File: src/rtl/spi_pkg.sv
// spi_pkg: shared state encoding, CPHA modes and default widths for the SPI clock generator
package spi_pkg;
  localparam int DIV_W_DEF = 8;
  localparam int CNT_W_DEF = 6;
  localparam logic [1:0] S_IDLE = 2'd0;
  localparam logic [1:0] S_RUN  = 2'd1;
  localparam logic [1:0] S_TAIL = 2'd2;
  typedef enum logic {
    CPHA_SAMPLE_LEAD = 1'b0,
    CPHA_SHIFT_LEAD  = 1'b1
  } cpha_e;
endpackage

File: src/rtl/spi_sclk_gen_if.sv
// spi_sclk_gen_if: control/strobe bundle between the SPI master FSM and the clock generator
interface spi_sclk_gen_if
  import spi_pkg::*;
#(
  parameter int DIV_W = DIV_W_DEF,
  parameter int CNT_W = CNT_W_DEF
);
  logic             spi_clk_en;
  logic [DIV_W-1:0] div;
  logic             cpol;
  logic             cpha;
  logic [CNT_W-1:0] nbits;
  logic             start;
  logic             spi_clk;
  logic             sample;
  logic             shift;
  logic             busy;
  logic             done;
  modport master (
    output spi_clk_en, div, cpol, cpha, nbits, start,
    input  spi_clk, sample, shift, busy, done
  );
  modport slave (
    input  spi_clk_en, div, cpol, cpha, nbits, start,
    output spi_clk, sample, shift, busy, done
  );
endinterface

File: src/rtl/spi_half_period_cnt.sv
// spi_half_period_cnt: wrapping 0..last counter with synchronous clear and terminal-count flag
module spi_half_period_cnt #(
  parameter int W = 8
) (
  input  logic         clk,
  input  logic         rst,
  input  logic         en,
  input  logic         load,
  input  logic [W-1:0] last,
  output logic         tc
);
  logic [W-1:0] cnt;
  assign tc = cnt == last;
  // clear on load, otherwise count and wrap at the terminal value
  always_ff @(posedge clk) begin
    if (rst) cnt <= '0;
    else if (load) cnt <= '0;
    else if (en) cnt <= tc ? '0 : cnt + 1'b1;
  end
endmodule

File: src/rtl/spi_sclk_gen.sv
// spi_sclk_gen: bounded-burst SPI serial clock generator with CPOL/CPHA sample/shift strobes
module spi_sclk_gen
  import spi_pkg::*;
#(
  parameter int DIV_W = DIV_W_DEF,
  parameter int CNT_W = CNT_W_DEF
) (
  input logic           m_clk,
  input logic           rst,
  spi_sclk_gen_if.slave bus
);
  logic [1:0]       state;
  logic [DIV_W-1:0] div_l;
  logic             cpol_l;
  cpha_e            cpha_l;
  logic [CNT_W-1:0] nbits_l;
  logic [CNT_W:0]   tog;
  logic [CNT_W:0]   tog_nxt;
  logic             hp_tc;
  logic             accept;
  logic             run_en;
  logic             last_tog;
  logic             lead;
  logic             spi_clk_r;
  logic             sample_r;
  logic             shift_r;
  logic             busy_r;
  logic             done_r;
  assign bus.spi_clk = spi_clk_r;
  assign bus.sample  = sample_r;
  assign bus.shift   = shift_r;
  assign bus.busy    = busy_r;
  assign bus.done    = done_r;
  // start qualification and toggle bookkeeping; odd toggles are leading edges
  always_comb begin
    accept   = (state == S_IDLE) && bus.spi_clk_en && bus.start && (bus.nbits != '0);
    run_en   = bus.spi_clk_en && (state != S_IDLE);
    tog_nxt  = tog + 1'b1;
    last_tog = tog_nxt == {nbits_l, 1'b0};
    lead     = tog_nxt[0];
  end
  spi_half_period_cnt #(.W(DIV_W)) u_hp (
    .clk  (m_clk),
    .rst  (rst),
    .en   (run_en),
    .load (accept),
    .last (div_l),
    .tc   (hp_tc)
  );
  // sequencer: IDLE tracks cpol, RUN toggles at each half-period, TAIL holds idle level one half-period
  always_ff @(posedge m_clk) begin
    if (rst) begin
      state     <= S_IDLE;
      div_l     <= '0;
      cpol_l    <= 1'b0;
      cpha_l    <= CPHA_SAMPLE_LEAD;
      nbits_l   <= '0;
      tog       <= '0;
      spi_clk_r <= 1'b0;
      sample_r  <= 1'b0;
      shift_r   <= 1'b0;
      busy_r    <= 1'b0;
      done_r    <= 1'b0;
    end else begin
      sample_r <= 1'b0;
      shift_r  <= 1'b0;
      done_r   <= 1'b0;
      if (bus.spi_clk_en) begin
        case (state)
          S_IDLE: begin
            spi_clk_r <= bus.cpol;
            if (accept) begin
              div_l   <= bus.div;
              cpol_l  <= bus.cpol;
              cpha_l  <= cpha_e'(bus.cpha);
              nbits_l <= bus.nbits;
              tog     <= '0;
              busy_r  <= 1'b1;
              state   <= S_RUN;
            end
          end
          S_RUN: if (hp_tc) begin
            spi_clk_r <= ~spi_clk_r;
            tog       <= tog_nxt;
            sample_r  <= (cpha_l == CPHA_SHIFT_LEAD) ? ~lead : lead;
            shift_r   <= (cpha_l == CPHA_SHIFT_LEAD) ? lead : (~lead && !last_tog);
            state     <= last_tog ? S_TAIL : S_RUN;
          end
          S_TAIL: begin
            spi_clk_r <= cpol_l;
            if (hp_tc) begin
              busy_r <= 1'b0;
              done_r <= 1'b1;
              state  <= S_IDLE;
            end
          end
          default: state <= S_IDLE;
        endcase
      end
    end
  end
endmodule

File: src/flat_wrapper.sv
// flat-port wrapper written by rule: the top's interface ports become plain ports
module spi_sclk_gen_flat import spi_pkg::*;
#(
  parameter int DIV_W = DIV_W_DEF,
  parameter int CNT_W = CNT_W_DEF
)
  (m_clk, rst, bus_spi_clk_en, bus_div, bus_cpol, bus_cpha, bus_nbits, bus_start, bus_spi_clk, bus_sample, bus_shift, bus_busy, bus_done);
  spi_sclk_gen_if #(.DIV_W(DIV_W), .CNT_W(CNT_W)) bus_i ();
  input logic m_clk;
  input logic rst;
  input wire logic [$bits(bus_i.spi_clk_en)-1:0] bus_spi_clk_en;
  input wire logic [$bits(bus_i.div)-1:0] bus_div;
  input wire logic [$bits(bus_i.cpol)-1:0] bus_cpol;
  input wire logic [$bits(bus_i.cpha)-1:0] bus_cpha;
  input wire logic [$bits(bus_i.nbits)-1:0] bus_nbits;
  input wire logic [$bits(bus_i.start)-1:0] bus_start;
  output wire logic [$bits(bus_i.spi_clk)-1:0] bus_spi_clk;
  output wire logic [$bits(bus_i.sample)-1:0] bus_sample;
  output wire logic [$bits(bus_i.shift)-1:0] bus_shift;
  output wire logic [$bits(bus_i.busy)-1:0] bus_busy;
  output wire logic [$bits(bus_i.done)-1:0] bus_done;
  assign bus_i.spi_clk_en = bus_spi_clk_en;
  assign bus_i.div = bus_div;
  assign bus_i.cpol = bus_cpol;
  assign bus_i.cpha = bus_cpha;
  assign bus_i.nbits = bus_nbits;
  assign bus_i.start = bus_start;
  assign bus_spi_clk = bus_i.spi_clk;
  assign bus_sample = bus_i.sample;
  assign bus_shift = bus_i.shift;
  assign bus_busy = bus_i.busy;
  assign bus_done = bus_i.done;
  spi_sclk_gen #(.DIV_W(DIV_W), .CNT_W(CNT_W)) u_core (.m_clk(m_clk), .rst(rst), .bus(bus_i));
endmodule
File: config.mk
export PLATFORM = sky130hd
export DESIGN_NAME = spi_sclk_gen_flat
export DESIGN_NICKNAME = d
export VERILOG_FILES = /design/src/rtl/spi_pkg.sv /design/src/rtl/spi_sclk_gen_if.sv /design/src/rtl/spi_half_period_cnt.sv /design/src/rtl/spi_sclk_gen.sv /design/src/flat_wrapper.sv
export SDC_FILE = /design/constraint.sdc
export NUM_CORES = 1
export LEC_CHECK = 0
export BUFFER_PORTS_ARGS = -buffer_cell sky130_fd_sc_hd__buf_2
export CAP_MARGIN = 20
export CORE_MARGIN = 3
export CORE_UTILIZATION = 32
export CTS_BUF_LIST = sky130_fd_sc_hd__clkbuf_4 sky130_fd_sc_hd__clkbuf_8
export DETAILED_ROUTE_END_ITERATION = 8
export PLACE_DENSITY = 0.56
export SYNTH_ARGS = -nofsm -noshare
export SYNTH_HDL_FRONTEND = slang
export SYNTH_SLANG_ARGS = --single-unit
File: constraint.sdc
create_clock -name m_clk -period 4.4 [get_ports m_clk]
set_clock_uncertainty 0.15 [all_clocks]
set_input_delay 0.66 -clock m_clk [delete_from_list [all_inputs] [get_ports m_clk]]
set_output_delay 0.66 -clock m_clk [all_outputs]
set_load 0.03 [all_outputs]
==> flow_summary.yaml, run 1 <==
outcome:
  status: "complete, no violations"
synthesis:
  synth_top_area_cell: "dfxtp_1"
  ys.flop_type: "dfxtp_1"
  syn_area_um2: 1950
  async_flop_share_pct: 0
  synth_top_area_share_pct: 39.1
  synth_xor_area_share_pct: 9.45
  netlist_top_cells_area: "dfxtp_1 39%, mux2i_1 8.2%, xor2_1 7.7%, nor2_1 5.8%, ha_1 3.9%"
  synth_edf_count: 0
  yosysUniqueCellTypes: 41
  synth_seq_area_share_pct: 39.1
  synthAdderAreaFrac_pct: 3.86
  synth_compound_area_share_pct: 15.9
  yosys_warnings: 0
  ys_ff_latch: 38
  avgSynthCellArea_um2: 9.09
  yosys.area_share.simple_pct: 19.5
  synth_nets: 240
  synth_cells: 214
  synth_top_family_by_area: "simple AND/OR/NAND/NOR gates"
  synth_mux_area_share_pct: 8.23
layout:
  finish.instance_area_um2: 2220
  drive_above_1_share_pct: 16.9
  syn_to_final_growth_pct: 14.2
  final_cells: 309
  fin_nets: 262
  antenna_cells: 0
  utilization_pct: 38.9
sta:
  timing.final.crit_share_pct: 61.4
  max_freq_mhz: 370
  final_max_slew_viol_count: 0
  worst_pin_slew_ns: 0.633
  rsz0062_at_grt: "no"
  fin_hold_ws_ns: 0.339
  tns_ns: 0
  maxSlewHeadroom_pct: 57.7
  finalSetupViolCount: 0
  hold_violations: 0
  fin_crit_ns: 2.70
global_route:
  antenna_found_initial: 0
  grt_max_degree: 27
  grt_pass1_wl_mm: 7.71
  grtUsageTotal_pct: 13.3
  grt_pass1_vias: 1653
  overflow: 0
routing:
  num_vias: 1576
  routed_via_density: 5.10
  drcViolationCount: 0
  first_iter_violations: 76
  wl_met1_mm: 2.08
  wirelength_mm: 4.32
  ant_nets: 0
  firstDrtPassIters: 4
  wire_per_inst_um: 14.0
  met3_length_um: 160
  dr_wl_met2_mm: 2.00
  highest_layer: "met4"
place:
  numPortBuffers: 24
  place.gp.congestion: 0.900
  detailed_place_hpwl_mm: 3.15
  place_area_um2: 2130
  dp.cells: 301
cts:
  cts_setup_buffers: 0
  cts_hold_repair.buffers: 0
  cts_root_buffer: "clkbuf_8"
  post_cts_resized: 0
  clk_pin_slew_worst_paths_ns: 0.07
  cts.sinks: 38
  htree_levels: 2
  cts_buffer_depth: 2
  numCtsBuffers: 5
  clkLatencyLatePin_ns: 0.29
  cts_tree: "built"
floorplan:
  core_um2: 5710
  ioPinCount: 25
  fp.dieW_um: 84.0
  initial_core_util_pct: 34.1
  row_count: 27
  die_area_um2: 7050
  die_h_um: 84.0
power_and_ir_drop:
  ir_drop_v: 0.000144
  p_leak_nw: 0.901
  power_density_nw_per_um2: 333
setup_path:
  r2r_start: "u_core.state[0]"
  worstPathRequired_ns: 4.45
  crit_path_start_kind: "flip-flop"
  path_cells: "inv_1, ha_1, nor2b_1, nor2_1, or4_1, o41ai_2"
  cpPeakStageDelay_ns: 0.61
  crit_type: "flip-flop to flip-flop"
  cpLargestDelayFamily: "simple AND/OR/NAND/NOR gates"
  crit_buf_inv: 1
  r2r_end: "u_core.tog[6]"
  cp_max_fo: 12
  critical_path_arrival_ns: 2.75
  reg2reg_depth: 6
  crit_slowest_cell: "or4_1"
  r2r_setup_slack_ns: 1.70
  end_kind: "flip-flop"
worst_hold_path:
  hp-start: "u_core.bus.busy"
  whs_endpoint: "u_core.bus.busy"
  hold_depth: 2
  hp-class: "flip-flop to flip-flop"
run:
  max-cap-violations: 0
==> final cells by class <==
| cell class | count | area [µm²] |
|---|---|---|
| Fill cell | 589 | 3490 |
| Multi-Input combinational cell | 156 | 1110 |
| Sequential cell | 38 | 761 |
| Timing Repair Buffer | 25 | 128 |
| Clock buffer | 7 | 90.1 |
| Tap cell | 72 | 90.1 |
| Inverter | 10 | 37.5 |
| Clock inverter | 1 | 5.00 |
==> stage by stage <==
stage	total power [mW]	worst slack (ns)
floorplan	0.460	2.21
global placement	0.493	1.67
detailed placement	0.494	1.64
CTS	0.749	1.68
global route	0.779	1.46
finish	0.740	1.70
==> placed cells by master (no fill, tap or decap), types with 2 or more instances in the layout <==
cell type / count
a211o_1: 2
clkbuf_8: 6
nand3_1: 11
mux2i_1: 16
a31oi_1: 5
inv_1: 10
nor4_1: 2
nor4_4: 2
o211ai_1: 2
nand2b_1: 2
a21oi_1: 8
ha_1: 6
and3_1: 3
xnor2_1: 4
nand2_1: 7
o21ai_0: 3
o311ai_1: 2
or4_1: 3
nor2_1: 30
o311ai_0: 3
xor2_1: 17
nand4_1: 5
dfxtp_1: 38
o31ai_1: 5
nor2b_1: 2
buf_2: 24
==> worst max-delay path by stage <==
stage                     from       endpoint  cells past startpoint
2_1_floorplan  u_core.state[0]  u_core.tog[6]                      8
3_3_place_gp    bus_spi_clk_en  u_core.tog[6]                      5
3_5_place_dp    bus_spi_clk_en  u_core.tog[6]                      5
4_1_cts        u_core.state[0]  u_core.tog[6]                      6
5_1_grt        u_core.state[0]  u_core.tog[6]                      6
6_report       u_core.state[0]  u_core.tog[6]                      6
==> cell usage after synthesis, types with 4 or more instances <==
cell type	n
dfxtp_1	38
nor2_1	30
xor2_1	17
mux2i_1	16
nand3_1	11
inv_1	10
a21oi_1	9
clkbuf_1	8
nand2_1	7
ha_1	6
a31oi_1	5
nand4_1	5
o31ai_1	5
xnor2_1	4
==> tightest hold or removal path: cells and delay by family (launching register included) <==
| kind | cells | cell delay [ns] |
|---|---|---|
| AO/OA/AOI/OAI | 2 | 0.12 |
| flip-flops | 1 | 0.32 |
==> registers in the layout, summed over array words and instances, names as in the netlist <==
name / cells
u_core.div_l: 8
u_core.u_hp.cnt: 8
u_core.tog: 7
u_core.nbits_l: 6
u_core.state: 2
u_core.bus.busy: 1
u_core.bus.done: 1
u_core.bus.sample: 1
u_core.bus.shift: 1
u_core.bus.spi_clk: 1
u_core.cpha_l: 1
u_core.cpol_l: 1
==> power by group <==
group	switching (mW)	internal, mW
sequential	0.0119	0.357
combinational	0.0702	0.0464
clock	0.122	0.133
total	0.204	0.536
==> cell families after synthesis <==
kind of cell / count (synthesis)
AND/OR/NAND/NOR: 71
flip-flops: 38
adder cells (fa/ha/maj): 6
multiplexers: 16
AO/OA/AOI/OAI: 42
buffers and inverters: 20
XOR/XNOR: 21
==> layer usage <==
layer  global-route usage (%)  vias up
li1                         -      818
met1                     16.8      723
met2                     21.1       26
met3                     3.26        9
met4                     5.99        0
met5                        0        -
No activity file was read; power rests on OpenSTA's default activity.
==> run 2: changes to the inputs <==
--- a/config.mk
+++ b/config.mk
@@ -5,6 +5,7 @@
 export SDC_FILE = /design/constraint.sdc
 export NUM_CORES = 1
 export LEC_CHECK = 0
+export ABC_AREA = 1
 export BUFFER_PORTS_ARGS = -buffer_cell sky130_fd_sc_hd__buf_2
 export CAP_MARGIN = 20
 export CORE_MARGIN = 3
==> constraint.sdc (replaced) <==
create_clock -name m_clk -period 2.83 [get_ports m_clk]
set_clock_uncertainty 0.15 [all_clocks]
set_input_delay 0.4245 -clock m_clk [delete_from_list [all_inputs] [get_ports m_clk]]
set_output_delay 0.4245 -clock m_clk [all_outputs]
set_load 0.03 [all_outputs]
==> flow_summary.yaml, run 2 <==
layout:
  syn_to_final_growth_pct: 13.5
  layout_common_cells: "54 x nand2_1, 38 x dfxtp_1, 34 x nor2_1"
  fin_nets: 336
  antenna_cells: 0
  final_common_cell: "nand2_1"
  largestRegisters: "u_core.div_l: 8 flops, u_core.u_hp.cnt: 8 flops, u_core.tog: 7 flops"
  utilization_pct: 38.1
  final_cells: 386
  drive_above_1_share_pct: 15.4
cts:
  cts_setup_buffers: 0
  cts.sinks: 38
  cts_root_buffer: "clkbuf_8"
  numCtsBuffers: 5
  cts_buffer_depth: 2
  cts_tree: "built"
  cts_hold_repair.buffers: 0
  clk_pin_slew_worst_paths_ns: 0.07
  post_cts_resized: 0
  clkLatencyLatePin_ns: 0.29
  htree_levels: 2
global_route:
  antenna_found_initial: 0
  overflow: 0
  grt_max_degree: 21
  grt_pass1_vias: 1691
  grt.met3_usage_pct: 2.62
  grt_pass1_wl_mm: 7.62
  top_usage_layer: "met2"
  grt_use_met2_pct: 22.1
  grt.met1_usage_pct: 16.4
  grtUsageTotal_pct: 13.0
routing:
  routed_via_density: 4.54
  firstDrtPassIters: 4
  num_vias: 1753
  wirelength_mm: 4.36
  ant_nets: 0
  drcViolationCount: 0
  first_iter_violations: 106
  wire_per_inst_um: 11.3
place:
  place_ws_ns: 0.689
  detailed_place_hpwl_mm: 3.42
  numPortBuffers: 24
  dp.cells: 378
  place.gp.congestion: 0.815
worst_hold_path:
  hp-class: "input pin to flip-flop"
  hp-start: "bus_div[7]"
  hold_depth: 3
power_and_ir_drop:
  p_comb_share_pct: 19.2
  ir_drop_v: 0.000230
  seqPwrFrac_pct: 48.5
  p_leak_nw: 0.976
  p_switching_uw: 364
  clkPwrFrac_pct: 32.3
  switching_share_pct: 29.8
  power_density_nw_per_um2: 535
  p_int_uw: 858
synthesis:
  synth_top_area_cell: "dfxtp_1"
  synth_commonest_cells: "54 x nand2_1, 38 x dfxtp_1, 34 x nor2_1, 30 x inv_1, 26 x a21oi_1"
  yosysUniqueCellTypes: 32
  avgSynthCellArea_um2: 7.00
  syn_area_um2: 2010
  synth_cells: 287
  synth_edf_count: 0
  ys_ff_latch: 38
  synth_top_area_share_pct: 37.9
  synth_most_common_cell: "nand2_1"
  yosys_warnings: 0
  ys.flop_type: "dfxtp_1"
  netlist_top_cells_area: "dfxtp_1 38%, nand2_1 10%, a21oi_1 6.5%, nor2_1 6.4%, o21ai_0 6.2%"
  synth_seq_area_share_pct: 37.9
  synth_nets: 313
  async_flop_share_pct: 0
sta:
  maxSlewHeadroom_pct: 61.9
  final_max_slew_viol_count: 0
  finalSetupViolCount: 0
  timing.final.crit_share_pct: 75.8
  max_freq_mhz: 466
  timing.final.ws_setup_ns: 0.684
  fin_crit_ns: 2.15
  tns_ns: 0
  hold_violations: 0
  fin_hold_ws_ns: 0.245
  worst_pin_slew_ns: 0.568
  rsz0062_at_grt: "no"
run:
  max-cap-violations: 0
setup_path:
  critical_path_arrival_ns: 2.17
  worstPathRequired_ns: 2.85
  r2r_start: "u_core.state[1]"
  crit_path_start_kind: "flip-flop"
  reg2reg_depth: 11
  end_kind: "flip-flop"
  cp_max_fo: 20
  crit_type: "flip-flop to flip-flop"
  crit_path_start: "u_core.state[1]"
floorplan:
  die_h_um: 85.2
  die_area_um2: 7270
  core_um2: 5990
  row_count: 28
  fp.dieW_um: 85.2
  initial_core_util_pct: 33.5
  ioPinCount: 25
outcome:
  status: "complete, no violations"
run 2: cell count changes after synthesis, sizes merged, moves of 5 or more:
cell / delta
o311ai: -5
a21oi: +17
nor2: +9
mux2i: -15
o21ai: +22
nor3: +6
xor2: -12
a31oi: -5
nand3: +10
o31ai: -5
inv: +22
nand2: +50
run 2: cell type report:
type                            count  area (µm²)
Multi-Input combinational cell    207        1070
Clock inverter                      1        5.00
Tap cell                           75        93.8
Sequential cell                    38         761
Inverter                           32         123
Clock buffer                        7        90.1
Timing Repair Buffer               26         135
Fill cell                         649        3710
run 2: logic make-up (layout without fill, tap and decap cells):
kind of cell	count (synthesis)	after routing	share of synthesized area, %
compound gates	56	56	14.9
flops	38	38	37.9
simple gates	132	132	29.1
mux	1	1	0.498
fa+ha+maj	6	6	3.74
xor+xnor	12	12	5.23
buf+inv	42	66	8.72
run 2: power by group through the flow:
stage,combinational [mW],sequential (mW),clock (mW)
after floorplan,0.177,0.606,0
after CTS,0.238,0.593,0.412
after global placement,0.237,0.605,0
final,0.235,0.593,0.394
after detailed placement,0.237,0.606,0
after global routing,0.271,0.598,0.431
run 2: per-layer routing:
| layer | wire length [µm] | up-vias |
|---|---|---|
| met5 | 0 | - |
| met4 | 61 | 0 |
| met3 | 117 | 6 |
| met2 | 2040 | 20 |
| met1 | 2140 | 749 |
| li1 | - | 978 |
run 2: worst paths after layout:
kind,endpoint,slack [ns]
hold / removal,u_core.div_l[7],0.25
setup / recovery,u_core.tog[2],0.68
hold reg to reg,u_core.cpol_l,0.31
setup reg to reg,u_core.tog[2],0.68
run 2: through the flow:
step	area [µm²]	power (mW)
after floorplan	2010	0.782
after global placement	2190	0.843
after detailed placement	2190	0.843
after CTS	2280	1.24
after global routing	2280	1.30
final	2280	1.22
run 2: worst max-delay path, stage by stage, from the launching register on:
cell and delay [ns]:
dfxtp_1 0.38, inv_1 0.08, ha_1 0.21, and3_1 0.17
nand2_2 0.30, inv_4 0.10, nor2_2 0.16, nor2_2 0.05
nand2_2 0.20, inv_1 0.08, nand3_1 0.07, a21oi_1 0.06
